`config.mk`:
```
export PLATFORM = sky130hd
export DESIGN_NAME = apb_multi_slave_master_flat
export DESIGN_NICKNAME = d
export VERILOG_FILES = /design/src/rtl/apb_multi_slave_master_if.sv /design/src/rtl/apb_multi_slave_master.sv /design/src/flat_wrapper.sv
export SDC_FILE = /design/constraint.sdc
export NUM_CORES = 1
export LEC_CHECK = 0
export ABC_AREA = 1
export CAP_MARGIN = 10
export CORE_ASPECT_RATIO = 0.75
export CORE_MARGIN = 2
export CORE_UTILIZATION = 41
export CTS_CLUSTER_DIAMETER = 30
export CTS_CLUSTER_SIZE = 30
export DETAILED_ROUTE_END_ITERATION = 12
export PLACE_DENSITY_LB_ADDON = 0.08
export SLEW_MARGIN = 25
export SYNTH_ARGS = -nofsm -noshare
export SYNTH_HDL_FRONTEND = slang
export SYNTH_SLANG_ARGS = --single-unit
```
`constraint.sdc`:
```
create_clock -name PCLK -period 4.7 [get_ports PCLK]
set_input_delay 0.94 -clock PCLK [delete_from_list [all_inputs] [get_ports PCLK]]
set_output_delay 0.94 -clock PCLK [all_outputs]
set_load 0.02 [all_outputs]
```
`src/rtl/apb_multi_slave_master_if.sv`:
```
// Command-side and APB4-side signal bundle for apb_multi_slave_master.
// The master modport is the DUT view; the slave modport is the requester/slave-side view.
interface apb_multi_slave_master_if #(
    parameter int ADDR_W  = 32,
    parameter int DATA_W  = 32,
    parameter int NUM_SLV = 4
);
    logic                      transfer;
    logic                      ready;
    logic                      write_en;
    logic [ADDR_W-1:0]         waddr;
    logic [DATA_W-1:0]         wdata;
    logic [DATA_W/8-1:0]       strb;
    logic [2:0]                prot;
    logic                      pnse;
    logic                      done;
    logic [DATA_W-1:0]         rdata;
    logic                      error;

    logic [NUM_SLV-1:0]        PSELx;
    logic                      PENABLE;
    logic [ADDR_W-1:0]         PADDR;
    logic                      PWRITE;
    logic [DATA_W-1:0]         PWDATA;
    logic [DATA_W/8-1:0]       PSTRB;
    logic [2:0]                PPROT;
    logic                      PNSE;
    logic [NUM_SLV*DATA_W-1:0] PRDATA;
    logic [NUM_SLV-1:0]        PREADY;
    logic [NUM_SLV-1:0]        PSLVERR;

    modport master (
        input  transfer, write_en, waddr, wdata, strb, prot, pnse,
        input  PRDATA, PREADY, PSLVERR,
        output ready, done, rdata, error,
        output PSELx, PENABLE, PADDR, PWRITE, PWDATA, PSTRB, PPROT, PNSE
    );

    modport slave (
        output transfer, write_en, waddr, wdata, strb, prot, pnse,
        output PRDATA, PREADY, PSLVERR,
        input  ready, done, rdata, error,
        input  PSELx, PENABLE, PADDR, PWRITE, PWDATA, PSTRB, PPROT, PNSE
    );
endinterface

```
`src/rtl/apb_multi_slave_master.sv`:
```
// APB4 master decoding one local request onto NUM_SLV slave windows of 2**SLV_AW bytes.
// Optional ACCESS-phase wait timeout enabled by defining APB_TIMEOUT_EN.
module apb_multi_slave_master #(
    parameter int ADDR_W  = 32,
    parameter int DATA_W  = 32,
    parameter int NUM_SLV = 4,
    parameter int SLV_AW  = 12,
    parameter int TIMEOUT = 16
) (
    input  logic PCLK,
    input  logic PRESETn,
    apb_multi_slave_master_if.master bus
);
    localparam int STRB_W = DATA_W / 8;
    localparam int IDX_W  = ADDR_W - SLV_AW;
    localparam int SEL_W  = (NUM_SLV > 1) ? $clog2(NUM_SLV) : 1;

    if (TIMEOUT < 1 || NUM_SLV < 1 || (DATA_W % 8) != 0) begin : g_param_check
        $error("apb_multi_slave_master: invalid parameter set");
    end

    typedef enum logic [1:0] {S_IDLE, S_SETUP, S_ACCESS, S_DECERR} state_t;

    state_t              state_q, state_d;
    logic [SEL_W-1:0]    sel_q, sel_d;
    logic [NUM_SLV-1:0]  psel_q, psel_d;
    logic                penable_q, penable_d;
    logic [ADDR_W-1:0]   paddr_q, paddr_d;
    logic                pwrite_q, pwrite_d;
    logic [DATA_W-1:0]   pwdata_q, pwdata_d;
    logic [STRB_W-1:0]   pstrb_q, pstrb_d;
    logic [2:0]          pprot_q, pprot_d;
    logic                pnse_q, pnse_d;
    logic                done_q, done_d;
    logic [DATA_W-1:0]   rdata_q, rdata_d;
    logic                error_q, error_d;

    logic [IDX_W-1:0]    req_idx;
    logic                in_range;
    logic [SEL_W-1:0]    req_sel;
    logic [NUM_SLV-1:0]  req_onehot;
    logic                sel_pready;
    logic                sel_pslverr;
    logic [DATA_W-1:0]   sel_prdata;
    logic                ready;
    logic                accept;
    logic                tmo_hit;

    assign req_idx  = bus.waddr[ADDR_W-1:SLV_AW];
    assign in_range = {1'b0, req_idx} < (IDX_W+1)'(NUM_SLV);
    assign req_sel  = req_idx[SEL_W-1:0];

    // Only the currently selected slave's response is ever looked at.
    always_comb begin
        sel_pready  = 1'b0;
        sel_pslverr = 1'b0;
        sel_prdata  = '0;
        req_onehot  = '0;
        for (int k = 0; k < NUM_SLV; k++) begin
            if (sel_q == SEL_W'(k)) begin
                sel_pready  = bus.PREADY[k];
                sel_pslverr = bus.PSLVERR[k];
                sel_prdata  = bus.PRDATA[k*DATA_W +: DATA_W];
            end
            req_onehot[k] = (req_sel == SEL_W'(k));
        end
    end

    assign ready  = (state_q == S_IDLE) || ((state_q == S_ACCESS) && sel_pready);
    assign accept = bus.transfer && ready;

`ifdef APB_TIMEOUT_EN
    localparam int CNT_W = $clog2(TIMEOUT + 1);
    logic [CNT_W-1:0] wait_q, wait_d;

    assign tmo_hit = (wait_q == CNT_W'(TIMEOUT - 1));

    always_comb begin
        wait_d = wait_q;
        if (state_q == S_SETUP)
            wait_d = '0;
        else if ((state_q == S_ACCESS) && !sel_pready)
            wait_d = wait_q + CNT_W'(1);
    end

    always_ff @(posedge PCLK or negedge PRESETn) begin
        if (!PRESETn) wait_q <= '0;
        else          wait_q <= wait_d;
    end
`else
    assign tmo_hit = 1'b0;
`endif

    always_comb begin
        state_d   = state_q;
        sel_d     = sel_q;
        psel_d    = psel_q;
        penable_d = penable_q;
        paddr_d   = paddr_q;
        pwrite_d  = pwrite_q;
        pwdata_d  = pwdata_q;
        pstrb_d   = pstrb_q;
        pprot_d   = pprot_q;
        pnse_d    = pnse_q;
        done_d    = 1'b0;
        rdata_d   = rdata_q;
        error_d   = error_q;

        case (state_q)
            S_SETUP: begin
                state_d   = S_ACCESS;
                penable_d = 1'b1;
            end
            S_ACCESS: begin
                if (sel_pready) begin
                    done_d    = 1'b1;
                    error_d   = sel_pslverr;
                    if (!pwrite_q) rdata_d = sel_pslverr ? '0 : sel_prdata;
                    state_d   = S_IDLE;
                    psel_d    = '0;
                    penable_d = 1'b0;
                end else if (tmo_hit) begin
                    done_d    = 1'b1;
                    error_d   = 1'b1;
                    rdata_d   = '0;
                    state_d   = S_IDLE;
                    psel_d    = '0;
                    penable_d = 1'b0;
                end
            end
            S_DECERR: begin
                done_d  = 1'b1;
                error_d = 1'b1;
                rdata_d = '0;
                state_d = S_IDLE;
            end
            default: ;
        endcase

        // A new request overrides the completion's return-to-idle.
        if (accept) begin
            penable_d = 1'b0;
            if (in_range) begin
                state_d  = S_SETUP;
                sel_d    = req_sel;
                psel_d   = req_onehot;
                paddr_d  = bus.waddr;
                pwrite_d = bus.write_en;
                pprot_d  = bus.prot;
                pnse_d   = bus.pnse;
                pstrb_d  = bus.write_en ? bus.strb : '0;
                if (bus.write_en) pwdata_d = bus.wdata;
            end else begin
                state_d = S_DECERR;
                psel_d  = '0;
            end
        end
    end

    always_ff @(posedge PCLK or negedge PRESETn) begin
        if (!PRESETn) begin
            state_q   <= S_IDLE;
            sel_q     <= '0;
            psel_q    <= '0;
            penable_q <= 1'b0;
            paddr_q   <= '0;
            pwrite_q  <= 1'b0;
            pwdata_q  <= '0;
            pstrb_q   <= '0;
            pprot_q   <= '0;
            pnse_q    <= 1'b0;
            done_q    <= 1'b0;
            rdata_q   <= '0;
            error_q   <= 1'b0;
        end else begin
            state_q   <= state_d;
            sel_q     <= sel_d;
            psel_q    <= psel_d;
            penable_q <= penable_d;
            paddr_q   <= paddr_d;
            pwrite_q  <= pwrite_d;
            pwdata_q  <= pwdata_d;
            pstrb_q   <= pstrb_d;
            pprot_q   <= pprot_d;
            pnse_q    <= pnse_d;
            done_q    <= done_d;
            rdata_q   <= rdata_d;
            error_q   <= error_d;
        end
    end

    assign bus.ready   = ready;
    assign bus.done    = done_q;
    assign bus.rdata   = rdata_q;
    assign bus.error   = error_q;
    assign bus.PSELx   = psel_q;
    assign bus.PENABLE = penable_q;
    assign bus.PADDR   = paddr_q;
    assign bus.PWRITE  = pwrite_q;
    assign bus.PWDATA  = pwdata_q;
    assign bus.PSTRB   = pstrb_q;
    assign bus.PPROT   = pprot_q;
    assign bus.PNSE    = pnse_q;
endmodule
```
`src/flat_wrapper.sv`:
```
// flat-port wrapper written by rule: the top's interface ports become plain ports
module apb_multi_slave_master_flat 
#(
    parameter int ADDR_W  = 32,
    parameter int DATA_W  = 32,
    parameter int NUM_SLV = 4,
    parameter int SLV_AW  = 12,
    parameter int TIMEOUT = 16
)
  (PCLK, PRESETn, bus_transfer, bus_write_en, bus_waddr, bus_wdata, bus_strb, bus_prot, bus_pnse, bus_PRDATA, bus_PREADY, bus_PSLVERR, bus_ready, bus_done, bus_rdata, bus_error, bus_PSELx, bus_PENABLE, bus_PADDR, bus_PWRITE, bus_PWDATA, bus_PSTRB, bus_PPROT, bus_PNSE);
  apb_multi_slave_master_if #(.ADDR_W(ADDR_W), .DATA_W(DATA_W), .NUM_SLV(NUM_SLV)) bus_i ();
  input  logic PCLK;
  input  logic PRESETn;
  input wire logic [$bits(bus_i.transfer)-1:0] bus_transfer;
  input wire logic [$bits(bus_i.write_en)-1:0] bus_write_en;
  input wire logic [$bits(bus_i.waddr)-1:0] bus_waddr;
  input wire logic [$bits(bus_i.wdata)-1:0] bus_wdata;
  input wire logic [$bits(bus_i.strb)-1:0] bus_strb;
  input wire logic [$bits(bus_i.prot)-1:0] bus_prot;
  input wire logic [$bits(bus_i.pnse)-1:0] bus_pnse;
  input wire logic [$bits(bus_i.PRDATA)-1:0] bus_PRDATA;
  input wire logic [$bits(bus_i.PREADY)-1:0] bus_PREADY;
  input wire logic [$bits(bus_i.PSLVERR)-1:0] bus_PSLVERR;
  output wire logic [$bits(bus_i.ready)-1:0] bus_ready;
  output wire logic [$bits(bus_i.done)-1:0] bus_done;
  output wire logic [$bits(bus_i.rdata)-1:0] bus_rdata;
  output wire logic [$bits(bus_i.error)-1:0] bus_error;
  output wire logic [$bits(bus_i.PSELx)-1:0] bus_PSELx;
  output wire logic [$bits(bus_i.PENABLE)-1:0] bus_PENABLE;
  output wire logic [$bits(bus_i.PADDR)-1:0] bus_PADDR;
  output wire logic [$bits(bus_i.PWRITE)-1:0] bus_PWRITE;
  output wire logic [$bits(bus_i.PWDATA)-1:0] bus_PWDATA;
  output wire logic [$bits(bus_i.PSTRB)-1:0] bus_PSTRB;
  output wire logic [$bits(bus_i.PPROT)-1:0] bus_PPROT;
  output wire logic [$bits(bus_i.PNSE)-1:0] bus_PNSE;
  assign bus_i.transfer = bus_transfer;
  assign bus_i.write_en = bus_write_en;
  assign bus_i.waddr = bus_waddr;
  assign bus_i.wdata = bus_wdata;
  assign bus_i.strb = bus_strb;
  assign bus_i.prot = bus_prot;
  assign bus_i.pnse = bus_pnse;
  assign bus_i.PRDATA = bus_PRDATA;
  assign bus_i.PREADY = bus_PREADY;
  assign bus_i.PSLVERR = bus_PSLVERR;
  assign bus_ready = bus_i.ready;
  assign bus_done = bus_i.done;
  assign bus_rdata = bus_i.rdata;
  assign bus_error = bus_i.error;
  assign bus_PSELx = bus_i.PSELx;
  assign bus_PENABLE = bus_i.PENABLE;
  assign bus_PADDR = bus_i.PADDR;
  assign bus_PWRITE = bus_i.PWRITE;
  assign bus_PWDATA = bus_i.PWDATA;
  assign bus_PSTRB = bus_i.PSTRB;
  assign bus_PPROT = bus_i.PPROT;
  assign bus_PNSE = bus_i.PNSE;
  apb_multi_slave_master #(.ADDR_W(ADDR_W), .DATA_W(DATA_W), .NUM_SLV(NUM_SLV), .SLV_AW(SLV_AW), .TIMEOUT(TIMEOUT)) u_core (.PCLK(PCLK), .PRESETn(PRESETn), .bus(bus_i));
endmodule
```
Yosys cells after proc, flatten, opt, wreduce, memory -nomap -nowiden --
Index checks and enable logic that the tools add are counted.
Storage, ports and cells: register bits after elaboration 116, input bits 212, output and inout bits 113, logic and storage cells 76
Cells by class: $lt $le $gt $ge 1, equal/unequal tests 12, mux-type cells 32, reduce and logical (&&, ||, !) cells 18
Operators by type and width (number):
- $mux 32 | 7
- $pmux 32 s2 | 1
- $lt 20x3->1 const B | 1
- $mux 4 | 5
- $eq 2x2->1 const B | 6
- $mux 1 | 12
- $reduce_and 2->1 | 5
- $eq 2x1->1 const B | 3
- $logic_not 2->1 | 3
- $mux 2 | 3
- $pmux 1 s2 | 3
- $pmux 2 s3 | 1
- $reduce_and 3->1 | 2
- $reduce_bool 2->1 | 3
- $reduce_bool 4->1 | 1
- $ne 3x1->1 const B | 1
- $reduce_bool 3->1 | 1
- $logic_and 1x1->1 | 2
- $ne 2x1->1 const B | 1
- $ne 2x2->1 const B | 1
- $logic_or 1x1->1 | 1

Depth between registers and ports, before layout --
word-level depth 10, mapped depth 11, mapped depth without buffers 10

Worst setup path after synthesis --
Ideal clock, no wire load.
path kind in2out, from input bus_PREADY[1], to output bus_ready, arrival time 1.459 ns, data required time 3.760 ns, setup slack 2.301 ns, stages on the path 4, buffers on the path 0, cell sequence o21ai_0 > nand3_2 > nand3_4 > nand2_2
On the way: word-level cells in the longest chain between the ends 5
Ends and longest elaborated chain:
- from (decl) | line flat_wrapper.sv:22 | input wire logic [$bits(bus_i.PREADY)-1:0] bus_PREADY;
- $mux 1 (3 in a row) | line apb_multi_slave_master.sv:60 | if (sel_q == SEL_W'(k)) begin
- $logic_and 1x1->1 | line apb_multi_slave_master.sv:69 | assign ready = (state_q == S_IDLE) || ((state_q == S_ACCESS) && sel_pready);
- $logic_or 1x1->1 | line apb_multi_slave_master.sv:69
- to (decl) | line flat_wrapper.sv:24 | output wire logic [$bits(bus_i.ready)-1:0] bus_ready;
Every way passes these cells.

Final worst setup path --
from input bus_PREADY[2], to output bus_ready
On the way: word-level cells in the longest chain between the ends 4
Ends and longest elaborated chain (line):
- $mux 1 (2 in a row) | apb_multi_slave_master.sv:60
- $logic_and 1x1->1 | apb_multi_slave_master.sv:69
- $logic_or 1x1->1 | apb_multi_slave_master.sv:69
Every way passes these cells.

==> out/qor_table.md <==
| Quantity | Value |
| --- | --- |
| Run status | complete, no violations |
| Leak pwr | 4.61 nW |
| Global-route usage over all layers | 26.9% |
| Hold buffer count at CTS | 0 |
| Wire length of the first global-routing pass | 31,000 um |
| Slew margin rel. | 43.3% |
| CP required | 3.76 ns |
| Hold Path Class | flip-flop to flip-flop |
| Core Region | 13,200 um^2 |
| # setup viols final | 0 |
| CTS Buf Count | 17 |
| Peak per-stage delay on the critical path | 0.67 ns |
| Number of nets with antenna violations after routing | 0 |
| Final design instance area without fill | 9540 um^2 |
| Via count | 6,021 |
| Die boundary width | 139 um |
| Final hold violations | 0 |
| Setup TNS | 0 ns |
| Largest clock skew in the final design | 0.0156 ns |
| Largest net degree at the start of global routing | 47 |
| Stages on worst setup path | 6 |
| GRT overflow | 0 |
| Post-cts sizing count | 0 |
| R2R depth | 10 |
| Worst Path Arrival | 2.57 ns |
| Cell with the most instances after synthesis | sky130_fd_sc_hd__nand2_1 |
| Clock root buffer master | sky130_fd_sc_hd__clkbuf_16 |
| Count of clock tree sinks | 114 |
| Yosys synthesis warning count | 0 |
| Clock tree buffer depth | 2 |
| Top-level port count | 325 |
| Number of antenna repair diodes | 0 |
| DRC viols | 0 |
| Slew at the pin with the worst max-slew slack | 0.850 ns |
| Number of violations of the max-capacitance limit | 0 |
| Pre-antenna DRT Iters | 5 |
| Area grow syn2layout | 70.8% |
| Mapped Avg Cell Area | 7.81 um^2 |
| Port Buffers | 324 |
| Hold Crit Depth | 2 |
| Unrepaired setup endpoints after global routing | no |
| Proportion of synthesized flip-flops having asynchronous set or reset | 100% |
| Number of buffers and inverters on the critical path | 2 |
| Final net count | 1,242 |
| Routed vias/inst | 4.98 |
| Most prevalent standard cell on the critical path | sky130_fd_sc_hd__clkdlybuf4s50_1 |
| Total placed instance area | 8900 um^2 |
| Die span in y | 105 um |
| Fraction of the yosys area taken by sequential cells | 51.1% |
| Post-synthesis register bit count | 114 |
| Setup WS post-layout | 1.19 ns |
| Netlist area before placement | 5590 um^2 |
| # rows | 36 |
| Final Util | 72.6% |
| Effective utilization at floorplan | 42.5% |
| Post-synth top flop | sky130_fd_sc_hd__dfrtp_1 |
| Count of distinct cell types in the synthesized netlist | 29 |
| Cell-by-cell listing of the critical path | clkdlybuf4s50_1, nand3_1, nand3_2, nand3_4, nand2_2, clkdlybuf4s50_1 |
| Antenna violations before repair | 0 |
| Total Die Area | 14,600 um^2 |
| Top fanout value on the critical path | 6 |
| GPL Wtd Cong | 0.856 |
| Worst Path Class, Setup | input port to output port |
| Clock tree from TritonCTS | done |
| Setup crit end kind | output port |
| Area leader, netlist | sky130_fd_sc_hd__dfrtp_1 |
| Drt wl/cell | 16.3 um |
| Via count of the first global-routing pass | 5,855 |
| Leading post-synthesis cells by cell area | sky130_fd_sc_hd__dfrtp_1 (51%), sky130_fd_sc_hd__nand2_1 (22%), sky130_fd_sc_hd__nand4_1 (4.0%), sky130_fd_sc_hd__nor2_1 (4.0%), sky130_fd_sc_hd__nand3_1 (3.2%) |
| Crit path max-delay cell type | sky130_fd_sc_hd__clkdlybuf4s50_1 |
| Max Slew Vio Count | 0 |
| Minimum setup slack after placement | 1.23 ns |
| Share of layout cells above drive strength 1 | 6.93% |
| Leading cell types by count after synthesis | sky130_fd_sc_hd__nand2_1 (320), sky130_fd_sc_hd__dfrtp_1 (114), sky130_fd_sc_hd__nor2_1 (60), sky130_fd_sc_hd__nand3_1 (36), sky130_fd_sc_hd__nand4_1 (36) |
| Power per standard cell area | 346 nW/um^2 |
| IR Drop Worst-Case VDD | 0.266 mV |
| Final WL | 19,700 um |
| Area share of the largest cell type after synthesis | 51.1% |
| Clk Latency, worst-skew pair | 0.41 ns |
| Instance count of the mapped netlist | 715 |
| Highest attainable clock frequency | 0.285 GHz |
| Number of H-tree levels | 4 |
| Time the worst path needs with I/O delays and setup | 3.51 ns |
| Number of synthesized flops with an enable pin | 0 |
| Startpoint type of the worst setup path | input port |
| Iteration-0 DRC count of the detailed router | 377 |
| Post-CTS Setup Bufs | 0 |
| Final period util | 74.6% |
| Clock slew at the register clock pins of the worst setup and hold paths | 0.05 ns |
| Worst path top cell family by delay | buffers and inverters |
| Post-synth net total | 931 |
| Placed wire-length estimate after detailed placement | 14,400 um |
-- where the power goes --
group / switching [mW] / total (mW) / internal [mW]
registers: 0.0441 / 1.10 / 1.05
clock network: 0.485 / 1.40 / 0.913
logic: 0.431 / 0.808 / 0.376
total: 0.960 / 3.31 / 2.34
-- cells in the final DEF (no fill, tap or decap), types with 2 or more instances in the layout --
master	n
sky130_fd_sc_hd__inv_6	3
sky130_fd_sc_hd__o221ai_1	12
sky130_fd_sc_hd__ha_1	4
sky130_fd_sc_hd__a41oi_1	17
sky130_fd_sc_hd__clkbuf_16	17
sky130_fd_sc_hd__nand2_1	319
sky130_fd_sc_hd__o21ai_0	7
sky130_fd_sc_hd__nor2_2	2
sky130_fd_sc_hd__clkdlybuf4s50_1	323
sky130_fd_sc_hd__o211ai_1	3
sky130_fd_sc_hd__dfrtp_1	114
sky130_fd_sc_hd__inv_2	15
sky130_fd_sc_hd__bufinv_16	4
sky130_fd_sc_hd__a21oi_1	7
sky130_fd_sc_hd__nand2_2	3
sky130_fd_sc_hd__nor2_1	60
sky130_fd_sc_hd__inv_1	25
sky130_fd_sc_hd__buf_4	13
sky130_fd_sc_hd__nand3_1	36
sky130_fd_sc_hd__clkinv_4	4
sky130_fd_sc_hd__or2_2	3
sky130_fd_sc_hd__nand4_1	36
-- routing by layer --
metal | wire [um] | track usage [%] | up-vias
met5 | 0 | 0 | -
met4 | 448 | 10.2 | 0
met3 | 1400 | 7.42 | 34
met2 | 9740 | 44.6 | 251
met1 | 8140 | 33.7 | 2794
li1 | - | - | 2942
-- registers in the layout, summed over array words and instances, names as in the netlist --
name	flops
u_core.bus.PWRITE	1
u_core.bus.PNSE	1
u_core.bus.PSELx	4
u_core.bus.PADDR	31
u_core.state_q	2
u_core.sel_q	1
u_core.bus.error	1
u_core.bus.done	1
u_core.bus.PPROT	3
u_core.bus.PWDATA	32
u_core.bus.rdata	32
u_core.bus.PENABLE	1
u_core.bus.PSTRB	4
-- per-stage QoR --
stage	power (mW)	cells	hold WS, ns
global placement	1.91	1178	0.449
floorplan	1.50	715	0.497
CTS	3.33	1210	0.466
finish	3.31	1210	0.461
global route	3.45	1210	0.482
detailed placement	1.92	1178	0.451
-- area by class of cell --
type / count / area [um^2]
fill: 1035 / 3610
timing repair buffer: 336 / 3330
sequential: 114 / 2850
multi-input combinational: 517 / 2350
clock buffer: 19 / 443
tap: 171 / 214
clock inverter: 13 / 200
inverter: 40 / 150
-- cells by family (layout without fill, tap and decap cells) --
family | count (synthesis) | count (layout) | share of synthesized area, %
AOI/OAI and AO/OA | 49 | 49 | 6.56
DFF | 114 | 114 | 51.1
buffers and inverters | 84 | 408 | 6.88
and+or+nand+nor | 464 | 464 | 34.6
adders and majority gates | 4 | 4 | 0.896
-- final timing paths --
check,start,end,slack [ns]
max,bus_PREADY[2],bus_ready,1.19
min,u_core.bus.PADDR[19]$_DFFE_PN0P_,u_core.bus.PADDR[19]$_DFFE_PN0P_,0.46
max reg2reg,u_core.bus.PADDR[13]$_DFFE_PN0P_,u_core.bus.rdata[13]$_DFFE_PN0P_,2.05
min reg2reg,u_core.bus.PADDR[19]$_DFFE_PN0P_,u_core.bus.PADDR[19]$_DFFE_PN0P_,0.46
max in group asynchronous,PRESETn,u_core.bus.PADDR[4]$_DFFE_PN0P_,3.23
min in group asynchronous,PRESETn,u_core.bus.PADDR[23]$_DFFE_PN0P_,0.54
-- tightest hold or removal path, delay by kind of cell (launching register included) --
kind,cells,cell delay (ns)
buffers and inverters,1,0.04
DFF,1,0.33
and+or+nand+nor,1,0.05
Note: power is estimated with default switching activity, not from simulation.
